<file path="src/rtl/dram_err_responder.sv">
// AXI-style error responder for unmapped DRAM space: every write gets a B error
// response, every read burst gets error-tagged R beats; completions are counted.

module dram_err_fifo #(
    parameter int Width = 8,
    parameter int Depth = 4
) (
    input  logic             clk_i,
    input  logic             rst_i,
    input  logic             push_i,
    input  logic [Width-1:0] data_i,
    input  logic             pop_i,
    output logic [Width-1:0] data_o,
    output logic             empty_o,
    output logic             full_o
);
    localparam int PtrW = (Depth > 1) ? $clog2(Depth) : 1;
    localparam int CntW = $clog2(Depth + 1);

    logic [Width-1:0] mem [Depth];
    logic [PtrW-1:0]  wr_ptr_q, rd_ptr_q;
    logic [CntW-1:0]  count_q;
    logic             push_ok, pop_ok;

    function automatic logic [PtrW-1:0] next_ptr(input logic [PtrW-1:0] p);
        return (p == PtrW'(Depth - 1)) ? '0 : p + 1'b1;
    endfunction

    assign empty_o = (count_q == '0);
    assign full_o  = (count_q == CntW'(Depth));
    // Push is refused when full even if a pop happens in the same cycle.
    assign push_ok = push_i & ~full_o;
    assign pop_ok  = pop_i & ~empty_o;
    assign data_o  = mem[rd_ptr_q];

    always_ff @(posedge clk_i or posedge rst_i) begin
        if (rst_i) begin
            wr_ptr_q <= '0;
            rd_ptr_q <= '0;
            count_q  <= '0;
        end else begin
            if (push_ok) wr_ptr_q <= next_ptr(wr_ptr_q);
            if (pop_ok)  rd_ptr_q <= next_ptr(rd_ptr_q);
            case ({push_ok, pop_ok})
                2'b10:   count_q <= count_q + 1'b1;
                2'b01:   count_q <= count_q - 1'b1;
                default: count_q <= count_q;
            endcase
        end
    end

    always_ff @(posedge clk_i) begin
        if (push_ok) mem[wr_ptr_q] <= data_i;
    end
endmodule

module dram_err_responder #(
    parameter int              IdWidth   = 6,
    parameter int              DataWidth = 64,
    parameter int              MaxTrans  = 4,
    parameter logic [1:0]      Resp      = 2'b11,
    parameter logic [63:0]     RespData  = 64'hCA11AB1EBADCAB1E,
    parameter int              CntWidth  = 16
) (
    input  logic                 clk_i,
    input  logic                 rst_i,
    input  logic                 aw_valid_i,
    output logic                 aw_ready_o,
    input  logic [IdWidth-1:0]   aw_id_i,
    input  logic                 w_valid_i,
    output logic                 w_ready_o,
    input  logic                 w_last_i,
    output logic                 b_valid_o,
    input  logic                 b_ready_i,
    output logic [IdWidth-1:0]   b_id_o,
    output logic [1:0]           b_resp_o,
    input  logic                 ar_valid_i,
    output logic                 ar_ready_o,
    input  logic [IdWidth-1:0]   ar_id_i,
    input  logic [7:0]           ar_len_i,
    output logic                 r_valid_o,
    input  logic                 r_ready_i,
    output logic [IdWidth-1:0]   r_id_o,
    output logic [DataWidth-1:0] r_data_o,
    output logic [1:0]           r_resp_o,
    output logic                 r_last_o,
    input  logic                 clr_i,
    output logic [CntWidth-1:0]  err_cnt_o,
    output logic                 busy_o
);
    function automatic logic [DataWidth-1:0] build_pattern();
        logic [DataWidth-1:0] p;
        for (int i = 0; i < DataWidth; i++) p[i] = RespData[i % 64];
        return p;
    endfunction

    localparam logic [DataWidth-1:0] RespPattern = build_pattern();

    function automatic logic [CntWidth-1:0] sat_add(input logic [CntWidth-1:0] cnt,
                                                    input logic [1:0]          inc);
        logic [CntWidth:0] sum;
        sum = {1'b0, cnt} + (CntWidth + 1)'(inc);
        return sum[CntWidth] ? '1 : sum[CntWidth-1:0];
    endfunction

    typedef enum logic {IDLE, BURST} r_state_t;

    logic               aw_empty, aw_full, aw_pop;
    logic [IdWidth-1:0] aw_head;
    logic               b_empty, b_full, b_hs;
    logic               ar_empty, ar_full, ar_pop;
    logic [IdWidth+7:0] ar_head;
    logic               w_hs, r_hs;
    r_state_t           state_q, state_d;
    logic [IdWidth-1:0] r_id_q;
    logic [7:0]         beat_cnt_q;
    logic [1:0]         cnt_inc;

    // Write path: AW ID parks until its last W beat, then moves to the B queue.
    assign aw_ready_o = ~aw_full;
    assign w_ready_o  = ~aw_empty & ~b_full;
    assign w_hs       = w_valid_i & w_ready_o;
    assign aw_pop     = w_hs & w_last_i;
    assign b_valid_o  = ~b_empty;
    assign b_resp_o   = Resp;
    assign b_hs       = b_valid_o & b_ready_i;

    dram_err_fifo #(.Width(IdWidth), .Depth(MaxTrans)) u_aw_q (
        .clk_i(clk_i), .rst_i(rst_i),
        .push_i(aw_valid_i), .data_i(aw_id_i),
        .pop_i(aw_pop), .data_o(aw_head),
        .empty_o(aw_empty), .full_o(aw_full)
    );

    dram_err_fifo #(.Width(IdWidth), .Depth(MaxTrans)) u_b_q (
        .clk_i(clk_i), .rst_i(rst_i),
        .push_i(aw_pop), .data_i(aw_head),
        .pop_i(b_hs), .data_o(b_id_o),
        .empty_o(b_empty), .full_o(b_full)
    );

    // Read path
    assign ar_ready_o = ~ar_full;
    assign r_hs       = (state_q == BURST) & r_ready_i;

    dram_err_fifo #(.Width(IdWidth + 8), .Depth(MaxTrans)) u_ar_q (
        .clk_i(clk_i), .rst_i(rst_i),
        .push_i(ar_valid_i), .data_i({ar_id_i, ar_len_i}),
        .pop_i(ar_pop), .data_o(ar_head),
        .empty_o(ar_empty), .full_o(ar_full)
    );

    always_ff @(posedge clk_i or posedge rst_i) begin
        if (rst_i) state_q <= IDLE;
        else       state_q <= state_d;
    end

    always_comb begin
        state_d = state_q;
        ar_pop  = 1'b0;
        case (state_q)
            IDLE: begin
                if (!ar_empty) begin
                    ar_pop  = 1'b1;
                    state_d = BURST;
                end
            end
            BURST: begin
                if (r_hs && beat_cnt_q == 8'd0) state_d = IDLE;
            end
            default: state_d = IDLE;
        endcase
    end

    always_comb begin
        r_valid_o = 1'b0;
        r_id_o    = '0;
        r_data_o  = '0;
        r_resp_o  = 2'b00;
        r_last_o  = 1'b0;
        if (state_q == BURST) begin
            r_valid_o = 1'b1;
            r_id_o    = r_id_q;
            r_data_o  = RespPattern;
            r_resp_o  = Resp;
            r_last_o  = (beat_cnt_q == 8'd0);
        end
    end

    // Burst bookkeeping is only observed in BURST, so it needs no reset.
    always_ff @(posedge clk_i) begin
        if (ar_pop)    {r_id_q, beat_cnt_q} <= ar_head;
        else if (r_hs) beat_cnt_q <= beat_cnt_q - 8'd1;
    end

    assign cnt_inc = {1'b0, b_hs} + {1'b0, r_hs & r_last_o};

    always_ff @(posedge clk_i or posedge rst_i) begin
        if (rst_i)      err_cnt_o <= '0;
        else if (clr_i) err_cnt_o <= '0;
        else            err_cnt_o <= sat_add(err_cnt_o, cnt_inc);
    end

    assign busy_o = ~aw_empty | ~b_empty | ~ar_empty | (state_q == BURST);
endmodule

</file>
<file path="config.mk">
export PLATFORM = sky130hd
export DESIGN_NAME = dram_err_responder
export DESIGN_NICKNAME = d
export VERILOG_FILES = /design/src/rtl/dram_err_responder.sv
export SDC_FILE = /design/constraint.sdc
export NUM_CORES = 1
export LEC_CHECK = 0
export ABC_AREA = 1
export CAP_MARGIN = 20
export CORE_MARGIN = 4
export CORE_UTILIZATION = 40
export DETAILED_ROUTE_END_ITERATION = 16
export GPL_TIMING_DRIVEN = 0
export HOLD_SLACK_MARGIN = 0.03
export PLACE_DENSITY = 0.72
export SLEW_MARGIN = 5
export SYNTH_ARGS = -nofsm -noshare
export SYNTH_HDL_FRONTEND = slang
export SYNTH_SLANG_ARGS = --single-unit
</file>
<file path="constraint.sdc">
create_clock -name clk_i -period 6.6 [get_ports clk_i]
set_input_delay 0.66 -clock clk_i [delete_from_list [all_inputs] [get_ports clk_i]]
set_output_delay 0.66 -clock clk_i [all_outputs]
set_load 0.02 [all_outputs]
</file>
==> results by group <==
Floorplan
  • Chip height: 144 um
  • Chip width: 144 um
  • Die ar.: 20600 um^2
  • Initial Utilization: 40.8%
  • Row cnt: 49
  • Core ar.: 18000 um^2
  • # IOs: 132

Clock network
  • Clk slew on worst S/H paths: 60 ps
  • Worst skew pair latency: 420 ps
  • Clock buffer depth: 2
  • # resized after CTS: 0
  • CTS tree: yes
  • Clock sinks: 156
  • Clock Tree Root: clkbuf_16
  • H-tree depth: 4
  • Hold-fix buffers at CTS: 0
  • CTS buffer count: 17
  • Post-CTS Setup Inserts: 0

Critical path
  • WS Path Type: flip-flop to output pin
  • CP endpoint kind: output pin
  • FF-to-FF path depth: 11
  • CP max stage delay: 690 ps
  • Critical Path Start Type: flip-flop
  • R2R Setup Slk: 3730 ps
  • Worst path arrival time: 2340 ps
  • Required @ worst endpoint: 5940 ps
  • CP Cell Sequence: buf_2 -> nand4_1 -> nor2_1 -> clkdlybuf4s50_1
  • Largest fanout on the critical path: 15
  • Worst R2R Start: state_q
  • Critical R2R Capture: err_cnt_o[11]
  • Crit-path slowest cell: dfrtp_1

GRT
  • Pin count of the biggest net entering global routing: 39
  • GRT Residual Overflow: 0
  • Vias in the first global route: 4785
  • Gr usage total: 14.3%
  • First-pass GRT wire length: 23000 um
  • Initial antenna violation count: 0

Synth
  • Seq/Total Area, Yosys: 61.2%
  • Avg Synthesized Cell Area: 10.7 um^2
  • Yosys Warn Count: 0
  • Syn Inst Count: 686
  • Synth unique cells: 26
  • Post-Syn Area: 7350 um^2
  • Post-synthesis register bit count: 156

Status
  • Status: finished, final reports clean

Power
  • Lkg Pwr: 3.86 nW
  • VDD IR max: 0.213 mV
  • Power Internal: 2.29 mW
  • Pwr dens: 352 nW/um^2
  • Switching Fraction: 31.1%
  • Combinational power share: 25.6%
  • Clk network pwr share: 32.6%
  • Sw Pwr: 1.03 mW
  • Sequential power share: 41.7%

Finish
  • Sequential cell area: 4490 um^2
  • Fillcell total: 1564
  • Final #Nets: 890
  • Commonest non-fill, non-tap cell in the layout: edfxtp_1
  • Syn-to-layout area delta: 28.6%
  • Number of diodes: 0
  • Multi-input logic area: 2090 um^2
  • Layout cells sized above 1: 14.4%
  • Most frequent cells in the layout: edfxtp_1, clkdlybuf4s50_1, nor2_1
  • Fin util: 52.4%
  • Post-route cell area: 9450 um^2

Timing
  • Worst Skew: 11.1 ps
  • Tmin final: 3000 ps
  • WHS: 472 ps
  • Final Hold Viols: 0
  • Final setup TNS: 0 ps
  • Least-Margin Pin Slew: 859 ps
  • Setup ws final: 3600 ps
  • RSZ-0062 raised after global routing: no
  • Fmax: 333 MHz
  • Final setup viols: 0
  • Fin crit share: 45.5%
  • Slew Limit Fails: 0
  • Slew HR: 42.7%

Hold path
  • Worst Hold Class: flip-flop to flip-flop
  • HP Start: u_aw_q.count_q[0]
  • Hold path depth: 1
  • Hold Path End: u_aw_q.count_q[0]

Route
  • DRT Pass-1 Iters: 5
  • Post-detailed-route count of antenna-violating nets: 0
  • Total wire length: 14400 um
  • Via count: 4969
  • Number of DRC markers in iteration 0: 294
  • DR WL/cell: 13.3 um
  • Post-DR vias/cell: 4.61
  • DR DRC count: 0

Placement
  • Cell Area, Placed: 8750 um^2
  • Pre-CTS setup slack: 3170 ps
  • Number of I/O port buffers: 99
  • DPL Wire Length: 10100 um
  • GPL Wtd Cong: 0.809

Run
  • MaxCap Viol Count: 0
## stage by stage
stage	instances	power [mW]
global route	1078	3.52
finish	1078	3.32
CTS	1076	3.35
global placement	1044	2.23
detailed placement	1044	2.26
floorplan	716	1.96
## power by group through the flow
stage	Clock (mW)	Sequential [mW]	Combinational, mW
2_1_floorplan	0	1.38	0.573
3_3_place_gp	0	1.40	0.823
3_5_place_dp	0	1.41	0.856
4_1_cts	1.10	1.39	0.861
5_1_grt	1.15	1.40	0.968
6_report	1.08	1.39	0.851
## cells in the mapped netlist
| cell type | number | area [um^2] |
|---|---|---|
| edfxtp_1 | 118 | 3540 |
| nor2_1 | 89 | 334 |
| inv_1 | 79 | 297 |
| o21ai_0 | 79 | 395 |
| nand2_1 | 73 | 274 |
| buf_4 | 69 | 518 |
| dfrtp_1 | 38 | 951 |
| nand3_1 | 26 | 130 |
| o22ai_1 | 25 | 156 |
| ha_1 | 21 | 263 |
| a21oi_1 | 17 | 85.1 |
| clkbuf_1 | 9 | 33.8 |
| xnor2_1 | 9 | 78.8 |
| xor2_1 | 7 | 61.3 |
| buf_2 | 5 | 25.0 |
| fa_1 | 4 | 80.1 |
| nand4_1 | 4 | 25.0 |
| conb_1 | 2 | 7.51 |
| inv_2 | 2 | 7.51 |
| nor2_2 | 2 | 12.5 |
| nor2_4 | 2 | 22.5 |
| nor3_1 | 2 | 10.0 |
| a21o_1 | 1 | 7.51 |
| nand2_2 | 1 | 6.26 |
| nand4_2 | 1 | 12.5 |
| nor3_2 | 1 | 10.0 |
## flip-flops by register name (all words and copies together), names as in the netlist, 3 cells and up
signal and cells:
r_id_q 6, u_b_q.mem 24, beat_cnt_q 8, u_aw_q.count_q 3, u_ar_q.count_q 3, err_cnt_o 16, u_ar_q.mem 56, u_b_q.count_q 3
u_aw_q.mem 24
## per-layer routing
layer  wire length, um  up-vias  GRT usage, %
met3              1090       11          3.73
met5                 0        -             0
li1                  -     2509             -
met2              7110      163          25.1
met4               158        0          4.61
met1              6040     2286          17.4
## final cells by class
cell class              count  share of cell area [%]
multi-input cells         396                    22.2
clock buffers              17                    4.50
well taps                 229                    3.03
flip-flops and latches    156                    47.6
repair buffers            101                    10.8
plain buffers              83                    6.10
clock inverters            15                    2.58
inverters                  81                    3.22
## logic make-up (layout without fill, tap and decap cells)
group           after synthesis  in the layout  share of synthesized area [%]
compound gates              122            122                           8.77
other cells                   2             32                          0.102
xor+xnor                     16             16                           1.91
buf+inv                     164            297                           12.0
simple gates                201            201                           11.4
flops                       156            156                           61.2
fa+ha+maj                    25             25                           4.67
## worst max-delay path: cells and delay by family, from the launching register on
kind,cells,cell delay [ps]
flops,1,690
simple gates,2,280
buf+inv,2,960
## how the worst max path moves through the flow
| stage | start | endpoint |
|---|---|---|
| global placement | state_q | err_cnt_o[11] |
| detailed placement | state_q | err_cnt_o[11] |
| CTS | state_q | r_last_o |
| global route | state_q | err_cnt_o[8] |
| finish | state_q | r_last_o |
| floorplan | state_q | err_cnt_o[10] |
No activity file was read; power rests on OpenSTA's default activity.
